--- src/rtl/priority_decoder_seq.sv ---
// -----------------------------------------------------------------------------
// priority_decoder_seq
//
// Turns the 8-bit code stream of the 16-input priority encoder back into a
// 16-line one-hot bus. Codes are queued in a small FIFO. Each queued code is
// replayed on onehot_out for HOLD_CYCLES clock cycles, and the next queued
// code follows with no gap cycle. Typical uses are loopback self-test of the
// encoder path and driving LEDs or strobes from encoded events.
//
// Handshake (code_valid / code_ready):
//   A code is transferred on a rising clk edge where code_valid and code_ready
//   are both high. code_ready is high whenever the FIFO is not full, and it
//   does not depend on a pop in the same cycle. While code_ready is low the
//   source must keep code_valid and code_in stable. Codes that are not
//   recognised still complete the handshake, but they are dropped and they
//   set err_sticky.
//
// Code classes:
//   8'h00..8'h0F : index n, replayed as 16'h1 << n
//   NONE_CODE    : "nothing active", replayed as 16'h0000 with out_active=1
//   anything else: dropped, sets err_sticky
//
// Ports:
//   clk         in   rising-edge clock
//   rst_n       in   asynchronous active-low reset
//   code_in     in   [7:0] encoded priority code
//   code_valid  in   code_in is valid this cycle
//   code_ready  out  a code can be accepted this cycle (FIFO not full)
//   onehot_out  out  [15:0] registered decoded pattern
//   out_active  out  a code (including NONE_CODE) is being held
//   busy        out  out_active or FIFO not empty
//   fill        out  FIFO occupancy, 0..DEPTH
//   err_sticky  out  an unrecognised code arrived since the last clear
//   err_clr     in   synchronous clear of err_sticky (a new error wins)
// -----------------------------------------------------------------------------
module priority_decoder_seq #(
  parameter int unsigned DEPTH       = 4,      // power of two, >= 2
  parameter int unsigned HOLD_CYCLES = 4,      // >= 1
  parameter logic [7:0]  NONE_CODE   = 8'hF0
) (
  input  logic                         clk,
  input  logic                         rst_n,
  input  logic [7:0]                   code_in,
  input  logic                         code_valid,
  output logic                         code_ready,
  output logic [15:0]                  onehot_out,
  output logic                         out_active,
  output logic                         busy,
  output logic [$clog2(DEPTH+1)-1:0]   fill,
  output logic                         err_sticky,
  input  logic                         err_clr
);

  // ---------------------------------------------------------------------------
  // Local sizing
  // ---------------------------------------------------------------------------
  localparam int unsigned PTR_W  = (DEPTH > 1) ? $clog2(DEPTH) : 1;
  localparam int unsigned FILL_W = $clog2(DEPTH + 1);
  // A one-cycle hold still needs a one-bit counter so the datapath stays legal.
  localparam int unsigned CNT_W  = (HOLD_CYCLES > 1) ? $clog2(HOLD_CYCLES) : 1;

  localparam logic [CNT_W-1:0]  HOLD_RELOAD = CNT_W'(HOLD_CYCLES - 1);
  localparam logic [FILL_W-1:0] FILL_FULL   = FILL_W'(DEPTH);
  localparam logic [FILL_W-1:0] FILL_EMPTY  = '0;

  // FIFO entries are stored pre-classified: bit 4 marks NONE_CODE, and bits
  // 3:0 hold the index. Unrecognised codes never reach the FIFO.
  localparam int unsigned ENTRY_W = 5;

  typedef enum logic {
    IDLE = 1'b0,
    HOLD = 1'b1
  } state_e;

  // ---------------------------------------------------------------------------
  // State
  // ---------------------------------------------------------------------------
  logic [ENTRY_W-1:0] mem_q [DEPTH];

  logic [PTR_W-1:0]   wr_ptr_q,  wr_ptr_d;
  logic [PTR_W-1:0]   rd_ptr_q,  rd_ptr_d;
  logic [FILL_W-1:0]  fill_q,    fill_d;
  logic               err_q,     err_d;

  state_e             state_q,   state_d;
  logic [CNT_W-1:0]   cnt_q,     cnt_d;
  logic [15:0]        onehot_q,  onehot_d;
  logic               active_q,  active_d;

  // ---------------------------------------------------------------------------
  // Input classification and handshake
  // ---------------------------------------------------------------------------
  logic               accept;
  logic               code_is_none;
  logic               code_is_idx;
  logic               push;
  logic               err_set;
  logic               pop;
  logic               fifo_empty;
  logic [ENTRY_W-1:0] push_entry;
  logic [ENTRY_W-1:0] head_entry;

  always_comb begin
    fifo_empty   = (fill_q == FILL_EMPTY);
    code_ready   = (fill_q != FILL_FULL);
    accept       = code_valid & code_ready;
    // NONE_CODE is checked first so that a NONE_CODE value that happens to
    // fall in 0..15 still decodes to all zeros.
    code_is_none = (code_in == NONE_CODE);
    code_is_idx  = (code_in[7:4] == 4'h0) & ~code_is_none;
    push         = accept & (code_is_none | code_is_idx);
    err_set      = accept & ~(code_is_none | code_is_idx);
    push_entry   = {code_is_none, code_in[3:0]};
    head_entry   = mem_q[rd_ptr_q];
  end

  // Map a stored entry onto the 16-line bus.
  function automatic logic [15:0] decode_entry(input logic [ENTRY_W-1:0] e);
    logic [15:0] pat;
    pat = 16'h0000;
    if (!e[4]) begin
      pat = 16'h0001 << e[3:0];
    end
    return pat;
  endfunction

  // ---------------------------------------------------------------------------
  // Replay FSM next-state logic
  //
  // IDLE waits for a queued entry. HOLD keeps the pattern for HOLD_CYCLES
  // cycles. On the last cycle of a hold, the next entry is loaded at once if
  // one is queued, so back-to-back patterns have no zero gap between them.
  // The pop decision looks only at the registered fill. A code pushed in the
  // same cycle is therefore popped one edge later, and there is no bypass.
  // ---------------------------------------------------------------------------
  always_comb begin
    state_d  = state_q;
    cnt_d    = cnt_q;
    onehot_d = onehot_q;
    active_d = active_q;
    pop      = 1'b0;

    unique case (state_q)
      IDLE: begin
        if (!fifo_empty) begin
          pop      = 1'b1;
          onehot_d = decode_entry(head_entry);
          cnt_d    = HOLD_RELOAD;
          active_d = 1'b1;
          state_d  = HOLD;
        end
      end

      HOLD: begin
        if (cnt_q != '0) begin
          cnt_d = cnt_q - 1'b1;
        end else if (!fifo_empty) begin
          pop      = 1'b1;
          onehot_d = decode_entry(head_entry);
          cnt_d    = HOLD_RELOAD;
          active_d = 1'b1;
        end else begin
          onehot_d = 16'h0000;
          active_d = 1'b0;
          cnt_d    = '0;
          state_d  = IDLE;
        end
      end

      default: begin
        onehot_d = 16'h0000;
        active_d = 1'b0;
        cnt_d    = '0;
        state_d  = IDLE;
      end
    endcase
  end

  // ---------------------------------------------------------------------------
  // FIFO pointer / occupancy and error flag next-state logic
  // ---------------------------------------------------------------------------
  always_comb begin
    wr_ptr_d = wr_ptr_q;
    rd_ptr_d = rd_ptr_q;
    fill_d   = fill_q;

    // DEPTH is a power of two, so the pointers wrap naturally.
    if (push) begin
      wr_ptr_d = wr_ptr_q + 1'b1;
    end
    if (pop) begin
      rd_ptr_d = rd_ptr_q + 1'b1;
    end

    // A push only happens when the FIFO is not full, and a pop only happens
    // when it is not empty, so fill stays within 0..DEPTH.
    unique case ({push, pop})
      2'b10:   fill_d = fill_q + 1'b1;
      2'b01:   fill_d = fill_q - 1'b1;
      default: fill_d = fill_q;
    endcase

    // A new error in the same cycle as err_clr keeps the flag set.
    if (err_set) begin
      err_d = 1'b1;
    end else if (err_clr) begin
      err_d = 1'b0;
    end else begin
      err_d = err_q;
    end
  end

  // ---------------------------------------------------------------------------
  // Registers
  // ---------------------------------------------------------------------------
  // FIFO storage is not reset. Reset clears the pointers and fill, so stale
  // contents can never be read.
  always_ff @(posedge clk) begin
    if (push) begin
      mem_q[wr_ptr_q] <= push_entry;
    end
  end

  always_ff @(posedge clk or negedge rst_n) begin
    if (!rst_n) begin
      wr_ptr_q <= '0;
      rd_ptr_q <= '0;
      fill_q   <= '0;
      err_q    <= 1'b0;
    end else begin
      wr_ptr_q <= wr_ptr_d;
      rd_ptr_q <= rd_ptr_d;
      fill_q   <= fill_d;
      err_q    <= err_d;
    end
  end

  // Replay FSM with its registered outputs.
  always_ff @(posedge clk or negedge rst_n) begin
    if (!rst_n) begin
      state_q  <= IDLE;
      cnt_q    <= '0;
      onehot_q <= 16'h0000;
      active_q <= 1'b0;
    end else begin
      state_q  <= state_d;
      cnt_q    <= cnt_d;
      onehot_q <= onehot_d;
      active_q <= active_d;
    end
  end

  // ---------------------------------------------------------------------------
  // Outputs
  // ---------------------------------------------------------------------------
  assign onehot_out = onehot_q;
  assign out_active = active_q;
  assign busy       = active_q | ~fifo_empty;
  assign fill       = fill_q;
  assign err_sticky = err_q;

endmodule

--- config.mk ---
export PLATFORM = sky130hd
export DESIGN_NAME = priority_decoder_seq
export DESIGN_NICKNAME = d
export VERILOG_FILES = /design/src/rtl/priority_decoder_seq.sv
export SDC_FILE = /design/constraint.sdc
export NUM_CORES = 1
export LEC_CHECK = 0
export BUFFER_PORTS_ARGS = -buffer_cell sky130_fd_sc_hd__buf_2
export CORE_ASPECT_RATIO = 1.75
export CORE_MARGIN = 3
export CORE_UTILIZATION = 55
export DETAILED_ROUTE_END_ITERATION = 6
export GPL_ROUTABILITY_DRIVEN = 1
export PLACE_DENSITY = 0.78
export SLEW_MARGIN = 20
export SYNTH_ARGS = -nofsm -noshare
export SYNTH_HDL_FRONTEND = slang
export SYNTH_SLANG_ARGS = --single-unit
export TNS_END_PERCENT = 1
--- constraint.sdc ---
create_clock -name clk -period 2.9 [get_ports clk]
set_clock_uncertainty 0.1 [all_clocks]
set_input_delay 0.435 -clock clk [delete_from_list [all_inputs] [get_ports clk]]
set_output_delay 0.435 -clock clk [all_outputs]
set_load 0.1 [all_outputs]
==> results.cfg, run 1 <==
[status]
outcome = finished clean

[route]
postRouteAntennaNets = 0
routed_wl_um = 3480
first_pass_iters = 4
routedWlPerCell_um = 15.9
drc_errors = 0
drtIter0Drc = 13
vias = 1245
via_per_inst = 5.68

[global_route]
grt_overflow = 0
grt_max_degree = 29
antenna_found_initial = 0
grt_pass1_wl_um = 5970
grt_pass1_vias = 1351
grt_use_total = 0.178

[setup_path]
start_kind = input pin
endpoint_kind = register
criticalPathCategory = in2reg
cp_max_fo = 5
critical_path_arrival_ns = 2.63
crit_required_ns = 3.02

[timing]
finalSetupViolations = 0
drv_slew = 0
hold_slack_ns = 0.0495
finalHoldViolations = 0
post-route-min-period_ns = 2.51
slew_headroom = 0.558
tightest_slew_ns = 0.663
setup_tns_ns = 0
grt_setup_unrepaired = no
finalCritPeriodShare = 0.865
clock.fmax_mhz = 398

[synthesis]
synth.area.top_cells = dfrtp_1 (34%), edfxtp_1 (29%), mux4_1 (5.1%)
synth_seq_cells = 48
synth.avg_cell_area_um2 = 15.2
yosysUniqueCellTypes = 40
synthTopCellsByCount = dfrtp_1 (28), edfxtp_1 (20), a22o_1 (8), o2bb2ai_1 (8), nor2_1 (7)
syn-instance-count = 135
synth-seq-area-share = 0.634
synth-edff-count = 20
synth.cell_area_um2 = 2050
synth_most_common_cell = dfrtp_1
async_flop_share = 0.583
yosysTopAreaCellShare = 0.341
yosys.area.top_type = dfrtp_1
ys_warn_count = 0
syn-num-nets = 153
synth_flop_cell = dfrtp_1

[clock_network]
cts_hold_buf = 0
htree_levels = 2
cts_tree = built
cts_buffers = 5
clock_tree.root_cell = clkbuf_8
clock_latency_ns = 0.29
cts_sinks = 48
cts_resized = 0
cts_setup_buffers = 0
clock_path_buffers = 2
path_clk_slew_ns = 0.09

[layout]
nNetsFinal = 191
fillers = 234
multi_input_area_um2 = 711
register_area_um2 = 1310
diodes = 0
final_cells = 219
drive_gt1_frac = 0.328
syn2layout_area_growth_pct = 18.1
final_core_util = 0.699

[floorplanning]
core_area_um2 = 3470
rows = 28
dieArea_um2 = 4530
num_io_pins = 35
die_x_um = 52.2
die_h_um = 86.8
initial_utilization = 0.592

[hold_path]
hp-class = in2async

[placed_design]
routabilityCongestion = 0.740
place_hpwl_um = 2680
placed_cells = 211
port_buffers = 34

[flow_run]
cap_viol_max_count = 0
-- layout make-up --
| cell class | instances | share of cell area |
|---|---|---|
| clock buffer | 5 | 0.0284 |
| clock inverter | 3 | 0.0372 |
| inverter | 4 | 0.00620 |
| multi-input combinational | 79 | 0.293 |
| sequential | 48 | 0.538 |
| tap | 45 | 0.0232 |
| timing repair buffer | 35 | 0.0733 |
-- state kept, by name (all words and copies together), names as in the netlist --
register / count
fill: 3
onehot_out: 16
out_active: 1
mem_q: 20
rd_ptr_q: 2
err_sticky: 1
cnt_q: 2
state_q: 1
wr_ptr_q: 2
-- placed cells by master (no fill, tap or decap), types with 2 or more instances in the layout --
master / n
mux2_2: 2
ha_1: 5
dfrtp_2: 3
xor2_1: 3
nor2b_1: 2
bufinv_16: 3
nor2_1: 7
buf_2: 34
nand2_1: 4
mux4_1: 4
clkbuf_8: 5
o2bb2ai_1: 8
dfrtp_1: 25
a21oi_1: 2
and2_1: 4
nand2b_1: 4
a22o_1: 8
edfxtp_1: 20
inv_1: 4
xnor2_1: 4
or4_1: 2
-- logic make-up after synthesis --
family,Yosys count,synth area share
DFF,48,0.634
and+or+nand+nor,36,0.112
AOI/OAI and AO/OA,23,0.0902
buffers and inverters,8,0.0207
xor gates and xnor gates,7,0.0299
muxes,7,0.0732
adders and majority gates,6,0.0402
-- final timing paths --
kind	from	to	slack [ns]	cells after the start
worst min-delay path	rst_n	fill[2]	0.05	1
worst min register to register	onehot_out[15]	onehot_out[15]	0.40	1
min in group clk	err_clr	err_sticky	0.23	2
max in group asynchronous	rst_n	fill[1]	2.21	1
worst max register to register	cnt_q[0]	fill[1]	0.58	5
worst max-delay path	code_in[1]	fill[2]	0.39	10
-- metal layers --
| metal | global-route usage | wire [um] |
|---|---|---|
| met5 | 0 | 0 |
| met4 | 0.0674 | 55 |
| met3 | 0.0448 | 142 |
| met2 | 0.333 | 2050 |
| met1 | 0.182 | 1230 |
-- through the flow --
step	setup slack (ns)	instance area, um2
detailed placement	0.0596	2260
finish	0.390	2420
global route	0.273	2420
floorplan	0.0611	2060
CTS	0.384	2420
global placement	0.143	2260
-- worst max-delay path: stages --
cell	delay, ns
buf_2	0.12
or4_1	0.57
o21ai_0	0.22
and3_1	0.21
inv_1	0.05
ha_1	0.23
fa_1	0.39
xnor2_1	0.14
nor2_1	0.11
xor2_1	0.16
Power of run 1 is not shown: default switching activity piles up to over one toggle a cycle in this logic, so the estimate is an artifact.
==> inputs of run 2 (changes only) <==
Settings changed: BUFFER_PORTS_ARGS -buffer_cell sky130_fd_sc_hd__buf_2 to -buffer_cell sky130_fd_sc_hd__buf_4.
==> results.cfg, run 2 (same netlist as run 1, synthesis figures left out) <==
[timing]
post-route-min-period_ns = 2.51
tightest_slew_ns = 0.703
slew_headroom = 0.531
drv_slew = 0
clock.fmax_mhz = 398
setup_tns_ns = 0
finalHoldViolations = 0
finalCritPeriodShare = 0.865
finalSetupViolations = 0
grt_setup_unrepaired = no

[layout]
final_core_util = 0.714
largest_reg_flops = 20
regMostFlops = mem_q
diodes = 0
multi_input_area_um2 = 711
final_common_cell = buf_4
nNetsFinal = 192
syn2layout_area_growth_pct = 20.6
fillers = 237
register_area_um2 = 1310
layout_common_cells = buf_4 (35), dfrtp_1 (25), edfxtp_1 (20)
drive_gt1_frac = 0.326

[global_route]
use_met3 = 0.0361
grt_pass1_vias = 1277
grt_util_met2 = 0.328
busiest_layer = met2
grt_use_total = 0.173
grt_pass1_wl_um = 5790
grt_max_degree = 29
antenna_found_initial = 0
grt_use_met1 = 0.187
grt_overflow = 0

[clock_network]
path_clk_slew_ns = 0.09
clock_path_buffers = 2
cts_resized = 0
cts_buffers = 5
clock_latency_ns = 0.29
htree_levels = 2
clock_tree.root_cell = clkbuf_8
cts_sinks = 48
cts_tree = built

[floorplanning]
num_io_pins = 35
initial_utilization = 0.592
die_h_um = 86.8
die_x_um = 52.2
core_area_um2 = 3470
rows = 28
dieArea_um2 = 4530

[setup_path]
criticalPathCategory = in2reg
start_kind = input pin
crit_required_ns = 2.99
endpoint_kind = register
critical_path_arrival_ns = 2.60
cp_max_fo = 5

[route]
vias = 1231
postRouteAntennaNets = 0
drtIter0Drc = 14
routed_wl_um = 3420
routedWlPerCell_um = 15.5
first_pass_iters = 4
drc_errors = 0
via_per_inst = 5.60

[status]
outcome = finished clean

[placed_design]
port_buffers = 34
place_hpwl_um = 2680
routabilityCongestion = 0.742

[hold_path]
hp-class = in2reg

[flow_run]
cap_viol_max_count = 0
==> run 2: changes by cell type in the layout (fill, tap and decap cells not counted) <==
cell,change
bufinv_16,-2
clkinvlp_4,+1
buf_4,+34
dlygate4sd3_1,+1
buf_2,-34
inv_6,+1
==> run 2: critical path, stage by stage <==
cell     delay, ns
buf_4         0.13
or4_1         0.57
o21ai_0       0.23
and3_1        0.21
inv_1         0.05
ha_1          0.22
fa_1          0.38
xnor2_1       0.17
nor2_1        0.07
xor2_1        0.13
==> run 2: path summary, 6_finish.rpt <==
| path | start | endpoint | slack [ns] | depth (start not counted) |
|---|---|---|---|---|
| max | code_in[1] | fill[2] | 0.39 | 10 |
| min | err_clr | err_sticky | 0.23 | 2 |
| max reg2reg | cnt_q[1] | fill[1] | 0.65 | 5 |
| min reg2reg | onehot_out[12] | onehot_out[12] | 0.40 | 1 |
| max in group asynchronous | rst_n | fill[2] | 1.94 | 2 |
| min in group asynchronous | rst_n | fill[0] | 0.49 | 2 |
==> run 2: cell type report <==
| cell class | instances | share of cell area |
|---|---|---|
| Tap cell | 45 | 0.0228 |
| Sequential cell | 48 | 0.527 |
| Timing Repair Buffer | 36 | 0.110 |
| Clock buffer | 5 | 0.0278 |
| Inverter | 4 | 0.00607 |
| Clock inverter | 3 | 0.0187 |
| Multi-Input combinational cell | 79 | 0.287 |
==> run 2: layer usage <==
metal	wire length, um	vias up
met5	0	-
met4	24	0
met3	129	2
met2	1970	30
met1	1290	617
li1	-	582
==> run 2: per-stage QoR <==
stage	area (um2)	setup WS (ns)	instances	hold slack (ns)
6_report	2470	0.390	220	0.228
3_3_place_gp	2350	0.134	211	0.265
5_1_grt	2470	0.270	220	0.224
2_1_floorplan	2060	0.0611	135	0.0394
3_5_place_dp	2350	0.0600	211	0.273
4_1_cts	2470	0.383	220	0.219
==> run 2: timing repair <==
| item | 4_1_cts | 5_1_grt |
|---|---|---|
| hold buffers | 1 | 0 |
| setup buffers | 0 | 0 |
| endpoints found under the hold margin | 28 | 0 |
Power of run 2 is left out for the same reason.
